$ cat config.mk
export PLATFORM = sky130hd
export DESIGN_NAME = mem_arbiter
export DESIGN_NICKNAME = d
export VERILOG_FILES = /design/src/rtl/arb_pkg.sv /design/src/rtl/rr_select.sv /design/src/rtl/mem_arbiter.sv
export SDC_FILE = /design/constraint.sdc
export NUM_CORES = 1
export LEC_CHECK = 0
export ABC_AREA = 0
export CORE_UTILIZATION = 41
export CTS_CLUSTER_DIAMETER = 120
export DETAILED_ROUTE_END_ITERATION = 8
export PLACE_DENSITY = 0.85
export REMOVE_ABC_BUFFERS = 1
export SYNTH_ARGS = -nofsm -noshare
export SYNTH_HDL_FRONTEND = slang
export SYNTH_SLANG_ARGS = --single-unit
$ cat constraint.sdc
create_clock -name CLK -period 4.8 [get_ports CLK]
set_input_delay 0.96 -clock CLK [delete_from_list [all_inputs] [get_ports CLK]]
set_output_delay 0.96 -clock CLK [all_outputs]
set_load 0.03 [all_outputs]
$ cat src/rtl/arb_pkg.sv
// Shared definitions for the memory arbiter: controller states and
// arbitration mode selectors.
package arb_pkg;

    typedef enum logic [1:0] {
        IDLE,
        ISSUE,
        WAIT,
        DONE
    } arb_state_t;

    localparam int unsigned ARB_RR    = 0;
    localparam int unsigned ARB_FIXED = 1;

endpackage

$ cat src/rtl/rr_select.sv
// Combinational grant selection: round-robin from last_grant+1 upward,
// or fixed priority where the lowest requesting index wins.
module rr_select
    import arb_pkg::*;
#(
    parameter int unsigned NUM_CH = 2,
    parameter int unsigned MODE   = ARB_RR,
    localparam int unsigned IDX_W = (NUM_CH > 1) ? $clog2(NUM_CH) : 1
) (
    input  logic [NUM_CH-1:0] req,
    input  logic [IDX_W-1:0]  last_grant,
    output logic [IDX_W-1:0]  grant_idx,
    output logic              grant_valid
);

    int unsigned cand;

    // Both searches scan from the least preferred candidate to the most
    // preferred one, so the last match is the winner.
    always_comb begin
        grant_idx   = '0;
        grant_valid = 1'b0;
        cand        = 0;
        if (MODE == ARB_FIXED) begin
            for (int unsigned i = NUM_CH; i >= 1; i--) begin
                if (req[i-1]) begin
                    grant_idx   = IDX_W'(i - 1);
                    grant_valid = 1'b1;
                end
            end
        end else begin
            for (int unsigned k = NUM_CH; k >= 1; k--) begin
                cand = (32'(last_grant) + k) % NUM_CH;
                if (req[cand]) begin
                    grant_idx   = IDX_W'(cand);
                    grant_valid = 1'b1;
                end
            end
        end
    end

endmodule

$ cat src/rtl/mem_arbiter.sv
// Multi-channel arbiter in front of a single shared memory port; one
// transaction at a time through IDLE -> ISSUE -> WAIT -> DONE.
module mem_arbiter
    import arb_pkg::*;
#(
    parameter int unsigned NUM_CH   = 2,
    parameter int unsigned ADDR_W   = 6,
    parameter int unsigned DATA_W   = 32,
    parameter int unsigned ARB_MODE = ARB_RR
) (
    input  logic                       CLK,
    input  logic                       RESET,
    input  logic [NUM_CH-1:0]          ch_read,
    input  logic [NUM_CH-1:0]          ch_write,
    input  logic [NUM_CH*ADDR_W-1:0]   ch_address,
    input  logic [NUM_CH*DATA_W-1:0]   ch_writedata,
    output logic [DATA_W-1:0]          ch_readdata,
    output logic [NUM_CH-1:0]          ch_busywait,
    output logic                       mem_read,
    output logic                       mem_write,
    output logic [ADDR_W-1:0]          mem_address,
    output logic [DATA_W-1:0]          mem_writedata,
    input  logic [DATA_W-1:0]          mem_readdata,
    input  logic                       mem_busywait
);

    localparam int unsigned IDX_W = (NUM_CH > 1) ? $clog2(NUM_CH) : 1;

    arb_state_t        state;
    logic [IDX_W-1:0]  grant_idx;
    logic [IDX_W-1:0]  last_grant;
    logic [IDX_W-1:0]  sel_idx;
    logic              sel_valid;
    logic [NUM_CH-1:0] req;

    assign req = ch_read | ch_write;

    rr_select #(
        .NUM_CH (NUM_CH),
        .MODE   (ARB_MODE)
    ) u_sel (
        .req         (req),
        .last_grant  (last_grant),
        .grant_idx   (sel_idx),
        .grant_valid (sel_valid)
    );

    always_comb begin
        ch_busywait = req;
        if (state == DONE) begin
            ch_busywait[grant_idx] = 1'b0;
        end
    end

    // The memory request lines double as the latched operation; a channel
    // asserting both read and write is served as a write.
    always_ff @(posedge CLK or negedge RESET) begin
        if (!RESET) begin
            state         <= IDLE;
            grant_idx     <= '0;
            last_grant    <= IDX_W'(NUM_CH - 1);
            mem_read      <= 1'b0;
            mem_write     <= 1'b0;
            mem_address   <= '0;
            mem_writedata <= '0;
            ch_readdata   <= '0;
        end else begin
            case (state)
                IDLE: begin
                    if (sel_valid) begin
                        grant_idx     <= sel_idx;
                        last_grant    <= sel_idx;
                        mem_address   <= ch_address[ADDR_W*32'(sel_idx) +: ADDR_W];
                        mem_writedata <= ch_writedata[DATA_W*32'(sel_idx) +: DATA_W];
                        mem_write     <= ch_write[sel_idx];
                        mem_read      <= ~ch_write[sel_idx];
                        state         <= ISSUE;
                    end
                end
                ISSUE: begin
                    state <= WAIT;
                end
                WAIT: begin
                    if (!mem_busywait) begin
                        if (mem_read) begin
                            ch_readdata <= mem_readdata;
                        end
                        mem_read  <= 1'b0;
                        mem_write <= 1'b0;
                        state     <= DONE;
                    end
                end
                DONE: begin
                    state <= IDLE;
                end
                default: begin
                    state <= IDLE;
                end
            endcase
        end
    end

endmodule

==> run_results.csv, run 1 <==
group,metric,value,unit
setup_path,cp_slowest_cell,"clkdlybuf4s50_1",
sta,rsz0062_at_grt,"false",
final_layout,area_delta_synth_final,64.9,%
yosys,synth_top_area_share,0.565,
yosys,synth_cell_types,28,
yosys,syn_inst,271,
final_layout,fin_util,0.706,
yosys,async_flop_share,1.00,
floorplan,die_w,92.0,um
final_layout,diodes,0,
clock_tree,numClockSinks,76,
sta,timing.setup.tns,0,ns
clock_tree,htreeDepth,3,
grt,grt.total_usage,0.210,
grt,grt_pass1_vias,2783,
clock_tree,clk_pin_slew,0.08,ns
clock_tree,cts_buffers,9,
yosys,synth_area_leaders,"dfrtp_1, mux2i_1, mux2_2",
yosys,synth.avg_cell_area,12.3,sq um
floorplan,die-area,8470,sq um
drt,wirelength,8390,um
power,totalPowerFinal,3.75,mW
place,gp_congestion,0.745,
grt,antenna_found_initial,0,
setup_path,critPathCaptureType,"primary output",
power,power_density,684,nW/um^2
clock_tree,clock_latency,0.34,ns
yosys,synth_enable_flop_cells,0,
yosys,yosysWarnings,0,
power,leakage,2.42,nW
final_layout,nNetsFinal,575,
place,dpl-instance-area,5240,sq um
setup_path,critPathKind,"in2out",
yosys,ys_ff_latch,76,
drt,via_per_inst,4.86,
final_layout,post_route_cells_drive_above_1_share,0.119,
sta,slew_viol_final,0,
clock_tree,ctsResizeCount,0,
clock_tree,postCtsSetupBuffers,0,
yosys,synthTopCellsByCount,"dfrtp_1, nand2_1, mux2i_1",
drt,wl_met1,3330,um
drt,route.met2.wl,4160,um
clock_tree,cts_buffer_depth,2,
sta,max_freq,294,MHz
floorplan,die_y,92.0,um
floorplan,rows,32,
grt,gr-total-overflow,0,
drt,wl_per_cell,14.9,um
setup_path,slowest_delay,0.68,ns
yosys,ys.flop_type,"dfrtp_1",
setup_path,required,3.84,ns
sta,hold_viol_final,0,
floorplan,start_util,0.428,
yosys,yosysTopAreaCell,"dfrtp_1",
run,cap_violations,0,
final_layout,design_area,5480,sq um
final_layout,multi_input_area,1300,sq um
setup_path,path_buf_inv,2,
grt,grt_pass1_wl,13500,um
clock_tree,cts_root_buffer,"clkbuf_8",
floorplan,core,7770,sq um
final_layout,seq_area,1900,sq um
setup_path,cp_top_family,"buffers and inverters",
floorplan,io_pins,189,
yosys,syn_area,3320,sq um
drt,drt_iter0_drc,78,
drt,highest_layer,"met4",
setup_path,crit_chain,"clkdlybuf4s50_1, nor2_1, a21oi_1, clkdlybuf4s50_1",
drt,vias,2737,
sta,final.period_utilization,0.710,
grt,grt_max_degree,78,
place,portBuffers,188,
setup_path,critPathMaxFanout,5,
drt,ant_nets,0,
sta,skew,0.0125,ns
sta,worstMarginPinSlew,1.16,ns
sta,fin_crit,3.41,ns
yosys,yosysMostFrequentCell,"dfrtp_1",
clock_tree,cts_tree,"yes",
setup_path,arrival,2.45,ns
sta,slew-limit-headroom,0.223,
sta,setup_viol,0,
drt,drcViolationCount,0,
setup_path,start_kind,"primary input",
power,vdd_drop_max,0.273,mV
drt,first_pass_iters,4,
place,dp_hpwl,6350,um
setup_path,path_common_cell,"clkdlybuf4s50_1",
drt,met3WireLength,767,um
final_layout,nFillCells,564,
worst_hold_path,hold_class,"reg2reg",
outcome,outcome,"finished clean",
clock_tree,cts-hold-fix-buffers,0,
yosys,ys_seq_area_frac,0.573,
[cells by family (layout without fill, tap and decap cells)]
| logic type | Yosys count | in the layout | share of synthesized area |
|---|---|---|---|
| flip-flops | 76 | 76 | 0.573 |
| multiplexers | 71 | 71 | 0.226 |
| AO/OA/AOI/OAI | 53 | 53 | 0.0919 |
| AND/OR/NAND/NOR | 47 | 47 | 0.0572 |
| buffers and inverters | 20 | 210 | 0.0369 |
| adder cells (fa/ha/maj) | 4 | 4 | 0.0151 |
[worst register-to-register path, delay by kind of cell (launching register included)]
kind,cells,cell delay [ns]
AO/OA/AOI/OAI,2,0.24
multiplexers,1,0.33
AND/OR/NAND/NOR,1,0.85
flip-flops,1,0.56
[state kept, by name, summed over array words and instances, names as in the netlist]
signal,count
mem_read,1
last_grant,1
grant_idx,1
mem_writedata,32
mem_address,6
mem_write,1
state,2
ch_readdata,32
[final timing paths]
path | slack, ns | startpoint | cells after the start | to
max | 1.39 | ch_write[0] | 4 | ch_busywait[0]
min | 0.48 | mem_address[5]$_DFFE_PN0P_ | 2 | mem_address[5]$_DFFE_PN0P_
max reg2reg | 2.68 | last_grant$_DFFE_PN1P_ | 4 | mem_writedata[15]$_DFFE_PN0P_
min reg2reg | 0.48 | mem_address[5]$_DFFE_PN0P_ | 2 | mem_address[5]$_DFFE_PN0P_
max in group asynchronous | 3.44 | RESET | 1 | mem_address[4]$_DFFE_PN0P_
min in group asynchronous | 0.75 | RESET | 1 | mem_writedata[3]$_DFFE_PN0P_
[report_power, final]
part / switching (mW) / leakage [nW] / internal [mW] / total, mW
registers: 0.169 / 0.936 / 0.967 / 1.14
clock network: 0.229 / 0.120 / 0.347 / 0.576
logic: 1.13 / 1.36 / 0.903 / 2.04
[per-layer routing]
metal	GRT usage	vias to the layer above
met2	0.367	143
met5	0	-
met4	0.0794	0
li1	-	1315
met3	0.0663	13
met1	0.238	1266
[per-stage QoR]
stage,hold slack [ns],cells,worst slack [ns]
2_1_floorplan,0.488,255,1.79
3_3_place_gp,0.461,547,1.43
3_5_place_dp,0.470,547,1.40
4_1_cts,0.487,563,1.40
5_1_grt,0.497,563,1.33
6_report,0.481,563,1.39
[cells in the final DEF (no fill, tap or decap)]
master           Yosys  layout
clkbuf_1             3       1
dfrtp_1             75      75
o31ai_4              1       1
a21bo_1              1       1
or2_4                1       1
clkinv_4             0       2
clkdlybuf4s50_1      0     187
o21ai_0             32      32
a21oi_1              4       4
mux2_2              33      33
nor2_1               3       3
a31oi_1              1       1
a32o_1               2       2
bufinv_16            0       3
nand3b_1             1       1
dfstp_2              1       1
ha_1                 4       4
and3_1               1       1
nand2_1             40      39
nand2b_1             1       1
nand2_2              0       1
buf_4                1       3
o31ai_1              1       1
inv_1                4       4
clkbuf_8             0       9
o21ai_1             10      10
o32a_1               1       1
clkinv_2             0       1
mux2i_1             38      38
[final cells by class]
type | count | share of cell area
inverter | 4 | 0.00274
sequential | 76 | 0.347
multi-input combinational | 175 | 0.237
clock inverter | 6 | 0.0205
timing repair buffer | 190 | 0.346
tap | 102 | 0.0233
clock buffer | 10 | 0.0233
Power figures use the tool's default switching activity.
==> run 2: changes to the inputs <==
--- a/config.mk
+++ b/config.mk
@@ -6,10 +6,10 @@
 export NUM_CORES = 1
 export LEC_CHECK = 0
 export ABC_AREA = 0
-export CORE_UTILIZATION = 41
+export CORE_UTILIZATION = 38
 export CTS_CLUSTER_DIAMETER = 120
 export DETAILED_ROUTE_END_ITERATION = 8
-export PLACE_DENSITY = 0.85
+export PLACE_DENSITY = 0.8
 export REMOVE_ABC_BUFFERS = 1
 export SYNTH_ARGS = -nofsm -noshare
 export SYNTH_HDL_FRONTEND = slang
==> constraint.sdc (replaced) <==
create_clock -name CLK -period 3.4 [get_ports CLK]
set_input_delay 0.68 -clock CLK [delete_from_list [all_inputs] [get_ports CLK]]
set_output_delay 0.68 -clock CLK [all_outputs]
set_load 0.03 [all_outputs]
==> run_results.csv, run 2 (synthesis results as in run 1) <==
group,metric,value,unit
sta,worstMarginPinSlew,0.938,ns
clock_tree,cts_buffer_depth,2,
floorplan,start_util,0.398,
clock_tree,clock_latency,0.33,ns
sta,max_freq,348,MHz
setup_path,required,2.72,ns
sta,slew-limit-headroom,0.375,
power,vdd_drop_max,0.512,mV
sta,rsz0062_at_grt,"false",
sta,hold_viol_final,0,
setup_path,crit_chain,"clkdlybuf4s50_1, nor2_1, a21oi_1, clkdlybuf4s50_1",
setup_path,cp_top_family,"buffers and inverters",
worst_hold_path,hold_class,"in2async",
clock_tree,cts_root_buffer,"clkbuf_8",
final_layout,final_common_cell,"clkdlybuf4s50_1",
drt,via_per_inst,4.74,
sta,slew_viol_final,0,
setup_path,slowest_delay,0.68,ns
drt,drt_iter0_drc,50,
grt,grt.total_usage,0.178,
place,portBuffers,188,
setup_path,r2r_slack,1.69,ns
place,dp_hpwl,6010,um
final_layout,nFillCells,666,
setup_path,critPathCaptureType,"primary output",
floorplan,io_pins,189,
setup_path,critPathKind,"in2out",
sta,final.period_utilization,0.846,
sta,fin_crit,2.88,ns
drt,first_pass_iters,4,
clock_tree,cts_tree,"yes",
setup_path,reg2reg_to,"ch_readdata[5]$_DFFE_PN0P_",
clock_tree,numClockSinks,76,
floorplan,die_y,95.5,um
sta,timing.setup.tns,0,ns
final_layout,top_regs,"ch_readdata: 32 flops, mem_writedata: 32 flops, mem_address: 6 flops",
drt,vias,2685,
setup_path,path_buf_inv,2,
grt,grt_pass1_wl,12400,um
setup_path,arrival,2.20,ns
power,pwr-share-comb,0.569,
final_layout,post_route_cells_drive_above_1_share,0.123,
grt,antenna_found_initial,0,
sta,skew,0.0135,ns
grt,gr-total-overflow,0,
power,intPower,2.92,mW
sta,worst_hold_slack,0.480,ns
final_layout,stdcell_count,567,
clock_tree,postCtsSetupBuffers,0,
grt,grt_max_degree,81,
floorplan,die-area,9120,sq um
setup_path,start_kind,"primary input",
power,seqPwrFrac,0.316,
power,power_frac_clock,0.115,
setup_path,timing.rr.start,"state[0]$_DFFE_PN0P_",
place,post-place-cells,551,
grt,grt_pass1_vias,2657,
floorplan,rows,33,
place,dp_slack,0.524,ns
setup_path,cp_slowest_cell,"clkdlybuf4s50_1",
power,leakage,2.40,nW
final_layout,layout_common_cells,"clkdlybuf4s50_1, dfrtp_1, nand2_1",
final_layout,area_delta_synth_final,63.8,%
clock_tree,cts_buffers,9,
drt,wl_per_cell,14.1,um
power,p_sw,2.14,mW
floorplan,core,8340,sq um
setup_path,critPathMaxFanout,5,
place,gp_congestion,0.750,
run,cap_violations,0,
setup_path,r2r.worst_path.cells,5,
clock_tree,clk_pin_slew,0.08,ns
sta,setup_ws,0.522,ns
drt,wirelength,7980,um
clock_tree,htreeDepth,3,
clock_tree,ctsResizeCount,0,
clock_tree,cts-hold-fix-buffers,0,
floorplan,die_w,95.5,um
outcome,outcome,"finished clean",
final_layout,diodes,0,
final_layout,nNetsFinal,576,
power,sw_frac_of_total,0.423,
power,power_density,930,nW/um^2
drt,ant_nets,0,
sta,setup_viol,0,
drt,drcViolationCount,0,
setup_path,path_common_cell,"clkdlybuf4s50_1",
[run 2: cell types whose count changed in the layout (fill, tap and decap cells not counted)]
cell	change
bufinv_16	-3
clkbuf_1	-1
buf_12	+2
clkinv_2	+3
clkinvlp_4	+2
clkinv_4	-1
buf_4	-1
[run 2: worst max path at each step]
stage	from	end	slack [ns]	cells after the start
after floorplan	ch_write[1]	mem_address[0]$_DFFE_PN0P_	0.67	3
final	ch_write[0]	ch_busywait[0]	0.52	4
after global routing	ch_write[0]	ch_busywait[0]	0.46	4
after global placement	ch_write[0]	ch_busywait[0]	0.58	4
after CTS	ch_write[0]	ch_busywait[0]	0.52	4
after detailed placement	ch_write[0]	ch_busywait[0]	0.52	4
[run 2: per-stage QoR]
| step | total power, mW | util | cell area (sq um) |
|---|---|---|---|
| 3_3_place_gp | 4.45 | 0.633 | 5280 |
| 5_1_grt | 5.39 | 0.653 | 5440 |
| 2_1_floorplan | 3.26 | - | 3220 |
| 3_5_place_dp | 4.53 | 0.633 | 5280 |
| 4_1_cts | 5.13 | 0.653 | 5440 |
| 6_report | 5.06 | 0.653 | 5440 |
[run 2: cell type report]
type                            count  area, sq um  area share
Multi-Input combinational cell    175         1300       0.239
Sequential cell                    76         1900       0.350
Timing Repair Buffer              191         1930       0.354
Clock inverter                      7         43.8     0.00804
Tap cell                          105          131      0.0241
Inverter                            4         15.0     0.00276
Clock buffer                        9          124      0.0228
[run 2: power groups by stage]
stage          clock, mW  sequential [mW]  combinational (mW)
2_1_floorplan          0             2.45               0.815
3_3_place_gp           0             1.59                2.86
3_5_place_dp           0             1.62                2.91
4_1_cts            0.607             1.60                2.92
5_1_grt            0.647             1.65                3.09
6_report           0.584             1.60                2.88
[run 2: routing by layer]
layer	wire, um	track usage	share of wire	vias to the layer above
met2	3840	0.305	0.48	127
met4	100	0.0647	0.013	0
met5	0	0	0	-
met1	3160	0.202	0.40	1236
met3	877	0.0686	0.11	7
li1	-	-	-	1315
